--- src/rtl/cache_pkg.sv ---
// Shared instruction-cache definitions: line geometry defaults, line/word
// typedefs and the fill-engine state encoding, reused by the L1 I-cache.
package cache_pkg;

  localparam int ADDR_WIDTH     = 14;
  localparam int DATA_WIDTH     = 32;
  localparam int WORDS_PER_LINE = 8;
  localparam int OFFSET_BITS    = $clog2(WORDS_PER_LINE);

  typedef logic [DATA_WIDTH-1:0]                word_t;
  typedef logic [WORDS_PER_LINE*DATA_WIDTH-1:0] line_t;
  typedef logic [ADDR_WIDTH-1:0]                line_addr_t;

  typedef enum logic [1:0] {
    IDLE  = 2'd0,
    FETCH = 2'd1,
    DONE  = 2'd2
  } fill_state_t;

endpackage

--- src/rtl/line_buffer.sv ---
// Line assembly buffer: one register per word of the line, written one word
// at a time by index, exposed as a single packed line (word i at [i*DW +: DW]).
module line_buffer #(
  parameter int DATA_WIDTH     = 32,
  parameter int WORDS_PER_LINE = 8
) (
  input  logic                                 i_clk,
  input  logic                                 i_rst,
  input  logic                                 i_we,
  input  logic [$clog2(WORDS_PER_LINE)-1:0]    i_idx,
  input  logic [DATA_WIDTH-1:0]                i_wdata,
  output logic [WORDS_PER_LINE*DATA_WIDTH-1:0] o_line
);

  logic [DATA_WIDTH-1:0] r_words [WORDS_PER_LINE];

  always_ff @(posedge i_clk or posedge i_rst) begin
    if (i_rst) begin
      for (int i = 0; i < WORDS_PER_LINE; i++) begin
        r_words[i] <= '0;
      end
    end else if (i_we) begin
      r_words[i_idx] <= i_wdata;
    end
  end

  for (genvar g = 0; g < WORDS_PER_LINE; g++) begin : g_pack
    assign o_line[g*DATA_WIDTH +: DATA_WIDTH] = r_words[g];
  end

endmodule

--- src/rtl/imem_line_fill.sv ---
// Instruction-side line-fill engine: reads one aligned line from main-memory
// port 1 word by word, pacing on rising edges of memValid1, then pulses LINE_VALID.
module imem_line_fill #(
  parameter int ADDR_WIDTH     = cache_pkg::ADDR_WIDTH,
  parameter int DATA_WIDTH     = cache_pkg::DATA_WIDTH,
  parameter int WORDS_PER_LINE = cache_pkg::WORDS_PER_LINE
) (
  input  logic                                 CLK,
  input  logic                                 RST,
  input  logic                                 MISS,
  input  logic [ADDR_WIDTH-1:0]                MISS_ADDR,
  input  logic                                 FLUSH,
  output logic                                 BUSY,
  output logic                                 LINE_VALID,
  output logic [ADDR_WIDTH-1:0]                LINE_ADDR,
  output logic [WORDS_PER_LINE*DATA_WIDTH-1:0] LINE_DATA,
  output logic                                 MEM_RDEN1,
  output logic [ADDR_WIDTH-1:0]                MEM_ADDR1,
  input  logic [DATA_WIDTH-1:0]                MEM_DOUT1,
  input  logic                                 memValid1,
  output cache_pkg::fill_state_t               o_dbg_state
);

  import cache_pkg::*;

  localparam int IDX_W = $clog2(WORDS_PER_LINE);

  // Handshakes: MISS is a request sampled only while IDLE (no queuing);
  // LINE_VALID is a one-cycle result pulse with no back-pressure; memValid1
  // is consumed on its rising edge only, so a held-high level counts once.

  fill_state_t             r_state;
  logic [IDX_W-1:0]        r_cnt;
  logic [ADDR_WIDTH-1:0]   r_base;
  logic [ADDR_WIDTH-1:0]   r_mem_addr;
  logic                    r_valid_q;
  logic                    r_busy;
  logic                    r_line_valid;
  logic                    r_rden;

  logic                    w_capture;
  logic                    w_last;
  logic                    w_buf_we;
  logic [IDX_W-1:0]        w_cnt_next;
  logic [ADDR_WIDTH-1:0]   w_miss_base;

  assign w_capture   = memValid1 & ~r_valid_q;
  assign w_last      = (r_cnt == IDX_W'(WORDS_PER_LINE - 1));
  assign w_cnt_next  = r_cnt + IDX_W'(1);
  assign w_miss_base = MISS_ADDR & ~ADDR_WIDTH'(WORDS_PER_LINE - 1);
  // A FLUSH on the capture edge discards the word as well as the fill.
  assign w_buf_we    = (r_state == FETCH) && w_capture && !FLUSH;

  always_ff @(posedge CLK or posedge RST) begin
    if (RST) begin
      r_state      <= IDLE;
      r_cnt        <= '0;
      r_base       <= '0;
      r_mem_addr   <= '0;
      r_valid_q    <= 1'b0;
      r_busy       <= 1'b0;
      r_line_valid <= 1'b0;
      r_rden       <= 1'b0;
    end else begin
      r_valid_q <= memValid1;
      unique case (r_state)
        IDLE: begin
          if (MISS && !FLUSH) begin
            r_state    <= FETCH;
            r_base     <= w_miss_base;
            r_mem_addr <= w_miss_base;
            r_cnt      <= '0;
            r_busy     <= 1'b1;
            r_rden     <= 1'b1;
          end
        end
        FETCH: begin
          if (FLUSH) begin
            r_state <= IDLE;
            r_busy  <= 1'b0;
            r_rden  <= 1'b0;
          end else if (w_capture) begin
            if (w_last) begin
              r_state      <= DONE;
              r_rden       <= 1'b0;
              r_line_valid <= 1'b1;
            end else begin
              r_cnt      <= w_cnt_next;
              r_mem_addr <= r_base | ADDR_WIDTH'(w_cnt_next);
            end
          end
        end
        DONE: begin
          r_state      <= IDLE;
          r_busy       <= 1'b0;
          r_line_valid <= 1'b0;
        end
        default: begin
          r_state      <= IDLE;
          r_busy       <= 1'b0;
          r_line_valid <= 1'b0;
          r_rden       <= 1'b0;
        end
      endcase
    end
  end

  line_buffer #(
    .DATA_WIDTH    (DATA_WIDTH),
    .WORDS_PER_LINE(WORDS_PER_LINE)
  ) u_line_buffer (
    .i_clk  (CLK),
    .i_rst  (RST),
    .i_we   (w_buf_we),
    .i_idx  (r_cnt),
    .i_wdata(MEM_DOUT1),
    .o_line (LINE_DATA)
  );

  assign BUSY        = r_busy;
  assign LINE_VALID  = r_line_valid;
  assign LINE_ADDR   = r_base;
  assign MEM_RDEN1   = r_rden;
  assign MEM_ADDR1   = r_mem_addr;
  assign o_dbg_state = r_state;

endmodule

--- config.mk ---
export PLATFORM = sky130hd
export DESIGN_NAME = imem_line_fill
export DESIGN_NICKNAME = d
export VERILOG_FILES = /design/src/rtl/cache_pkg.sv /design/src/rtl/line_buffer.sv /design/src/rtl/imem_line_fill.sv
export SDC_FILE = /design/constraint.sdc
export NUM_CORES = 1
export LEC_CHECK = 0
export CORE_MARGIN = 8
export CORE_UTILIZATION = 49
export CTS_BUF_LIST = sky130_fd_sc_hd__clkbuf_4
export DETAILED_ROUTE_END_ITERATION = 16
export PLACE_DENSITY = 0.94
export SLEW_MARGIN = 0
export SYNTH_ARGS = -nofsm -noshare
export SYNTH_HDL_FRONTEND = slang
export SYNTH_HIERARCHICAL = 1
export SYNTH_SLANG_ARGS = --single-unit
--- constraint.sdc ---
create_clock -name CLK -period 9.6 [get_ports CLK]
set_input_delay 1.92 -clock CLK [delete_from_list [all_inputs] [get_ports CLK]]
set_output_delay 1.92 -clock CLK [all_outputs]
set_load 0.1 [all_outputs]
==> impl_summary.md <==
Logic synthesis
The sequential cell area fraction in the yosys report is 64.5%. The post-synthesis adder-cell area fraction is 0.225%. By area, the combinational part of the netlist is dominated by multiplexers. Counting distinct cell types in the post-synthesis netlist gives 36. Summing the areas of all xor and xnor instances in the mapped netlist gives 0% of the synthesized area. A synthesized cell averages 17.1 µm². Summing the areas of all compound-gate instances in the mapped netlist gives 0.697% of the synthesized area. The combined area of all synthesized cells is 11100 µm². Of the post-synthesis cell area, the part taken by muxes is 29.9%.

The count of warnings emitted by yosys is 6. The share of flip-flops with an asynchronous set or reset is 100%. Synthesis produced 651 cells. In this run, synthesis inferred 0 flip-flops with an integrated enable. The flip-flop and latch count after synthesis is 287. The main flop type after synthesis is dfrtp_1. The synthesized-area fraction occupied by and/or/nand/nor cells is 1.80%.

Routing
The detailed-route wire length per cell is 22.7 µm. The detailed-routing iteration count for the pre-antenna-repair pass is 4. The antenna violation net count after detailed routing is 0. After detailed routing, the number of remaining DRC violations is 0. The sum of routed wire length over all layers is 31.1 mm.

After detailed routing, the number of vias per cell comes to 5.21. The total number of vias is 7128. The detailed router finished its first iteration with 316 violations.

Floorplanning
In this run the core area contains 55 standard-cell rows. After floorplanning, the core was sized to cover 22500 µm². The floorplan step defined a die boundary enclosing 27800 µm². In this run the count of I/O pins placed on the die edge is 340. For this configuration, the core starts out at a cell density of 49.5%. The y dimension of the die is 167 µm.

The horizontal die dimension is 167 µm.

Worst setup path
The nature of the critical path startpoint is an input pin. The startpoint-to-endpoint class of the critical path is in2reg. The required arrival time at the worst endpoint is 10110 ps. The highest net fanout along the worst path is 17. Data on the critical path arrives at its endpoint at 5190 ps. The sort of element at the end of the critical path is a register.

Global route
The number of global-route vias before repair is 8296. The met3 track demand over resource is 9.08%. The number of antenna violations at the first check in global routing is 1. Global routing used 24.4% of the available met1 tracks. Entering global routing, the biggest net connects 98 pins. The final global-route overflow total is 0. Global routing used 37.3% of the available met2 tracks. The first global-routing pass estimated 48.5 mm of wire. Global routing used 22.3% of the available tracks across all layers. After global routing, the most crowded layer is met2.

Pwr
The proportion of total power due to net switching is 43.7%. The internal portion of total power is 2.26 mW. The cell leakage power is 7.40 nW. The power density over the cells is 258 nW/µm². Sequential cells account for 35.6% of the total power. The analysis attributes to net switching a power of 1.75 mW. The combinational share of power is 38.7%.

Of the total power, the clock network draws 25.7%. The worst supply voltage drop on vdd is 0.178 mV.

Layout
The count of fill cells added during filler insertion is 1487. The layout cell share with drive strength beyond 1 is 38.9%. The area occupied by registers is 7180 µm². The multi-input combinational cells in the finished layout cover a total of 3670 µm². The final net count is 1090. From synthesis to final layout, the design area changed by 39.9%.

Timing
The minimum clock period is 4670 ps. The total negative slack for setup checks is 0 ps. The actual slew at the worst max-slew pin is 1170 ps.

The post-route worst hold slack is 491 ps. Setup repair after global routing left no endpoint under its margin. The clock arrives with 51.5 ps of skew. Measured against its own limit, the worst slew margin works out to 22.2%.

The post-route worst setup slack is 4930 ps. The max-slew violation count came to 0. The number of hold-slack violations in the final timing report came to 0. For this run, the top clock speed supported by timing is 0.214 GHz. The final period utilization is 48.7%. Setup violations remaining at the end of the flow were counted as 0.

Placement
In this run the tool buffered the top-level ports with 333 buffer cells. The post-detailed-placement half-perimeter wirelength is 21.3 mm. Timing analysis after detailed placement gives a worst setup slack of 4220 ps. The global placer's final weighted congestion is 0.752.

Clock tree
The maximum buffer depth of the clock tree is 3. The count of cells resized by post-cts repair is 0. In this run, CTS created clock tree buffers numbering 75. The clock root buffer master is clkbuf_4. Clock-pin slew was measured on the worst setup and hold paths at 60 ps. The insertion delay to the later sink of the worst-skew pair is 670 ps.

For this design, the sink count on the clock tree is 287. TritonCTS built the clock tree. The H-tree was split into 3 levels.

Buffers inserted to repair hold after CTS numbered 0. Post-CTS timing repair inserted 0 buffers for setup.

Min path
The worst hold path belongs to the class reg2reg.

Outcome
The flow ran to the end, and the final reports show no timing, DRC or antenna violations.

Flow run
Max-cap violations in this run came to 0.
-- critical path: stages --
cell             delay [ps]
clkdlybuf4s50_1         540
nor2_1                  360
and4b_1                 480
nand4_1                 960
buf_4                   590
mux2_2                  310
-- path summary, 6_finish.rpt --
kind | slack, ps | start | cells after the start | end
max | 4930 | FLUSH | 6 | u_line_buffer/o_line[228]
min | 490 | u_line_buffer/o_line[140] | 1 | u_line_buffer/o_line[140]
max reg2reg | 6280 | o_dbg_state[1] | 5 | u_line_buffer/o_line[228]
min reg2reg | 490 | u_line_buffer/o_line[140] | 1 | u_line_buffer/o_line[140]
max in group asynchronous | 6260 | RST | 3 | u_line_buffer/o_line[133]
min in group asynchronous | 1820 | RST | 2 | u_line_buffer/o_line[147]
-- per-layer routing --
metal,up-vias,part of all wire [%]
met4,0,4.0
met3,73,8.3
met2,296,49
li1,3116,-
met5,-,0
met1,3643,38
-- power by group through the flow --
stage                     registers, mW  clock network (mW)  logic (mW)
final                              1.43                1.03        1.55
after detailed placement           1.45                   0        1.56
after CTS                          1.43                1.07        1.56
after global placement             1.44                   0        1.54
after global routing               1.45                1.13        1.59
after floorplan                    2.43                   0       0.191
-- cells by family (layout without fill, tap and decap cells) --
group / after synthesis / count (layout)
muxes: 289 / 289
DFF: 287 / 287
buffers and inverters: 41 / 469
and+or+nand+nor: 22 / 22
AOI/OAI and AO/OA: 9 / 9
adders and majority gates: 2 / 2
other: 1 / 4
-- registers in the layout, indices dropped and copies added, names as in the netlist --
signal                cells
BUSY                      1
r_valid_q                 1
LINE_ADDR                11
o_dbg_state               2
MEM_RDEN1                 1
r_cnt                     2
u_line_buffer/o_line    256
LINE_VALID                1
MEM_ADDR1                12
-- cell usage in the layout, fill, tap and decap left out, types with 2 or more instances in the layout --
master / instances
clkbuf_4: 111
clkdlybuf4s50_1: 333
nor4bb_4: 2
mux2_1: 9
buf_4: 11
o21ai_0: 2
clkinv_1: 2
dfrtp_1: 287
a32o_1: 2
nor2_1: 2
mux2_4: 19
mux2_2: 261
inv_1: 3
nand4b_1: 3
conb_1: 3
ha_1: 2
clkinv_4: 3
-- cells in the mapped netlist (2+ instances only) --
cell type / number / area, µm²
dfrtp_1: 287 / 7180
mux2_2: 261 / 2940
mux2_4: 19 / 285
buf_2: 16 / 80.1
buf_6: 14 / 158
mux2_1: 9 / 101
buf_4: 6 / 45.0
inv_1: 4 / 15.0
nand4b_1: 3 / 26.3
a32o_1: 2 / 20.0
ha_1: 2 / 25.0
nor2_1: 2 / 7.51
nor4bb_1: 2 / 20.0
o21ai_0: 2 / 10.0
-- final cells by class --
| type | instances | area share (%) |
|---|---|---|
| multi-input cells | 325 | 23.6 |
| well taps | 285 | 2.29 |
| diodes | 1 | 0.0161 |
| flip-flops and latches | 287 | 46.1 |
| repair buffers | 344 | 21.9 |
| clock inverters | 10 | 0.571 |
| clock buffers | 111 | 5.35 |
| inverters | 4 | 0.145 |
-- per-stage QoR --
step	total power, mW	area, µm²	cells	util (%)
final	4.02	15600	1367	69.2
after detailed placement	3.01	14600	1245	65.1
after floorplan	2.62	11100	653	-
after global routing	4.17	15600	1367	69.2
after global placement	2.98	14600	1245	65.1
after CTS	4.06	15600	1366	69.2
(Power assumes the default switching activity.)
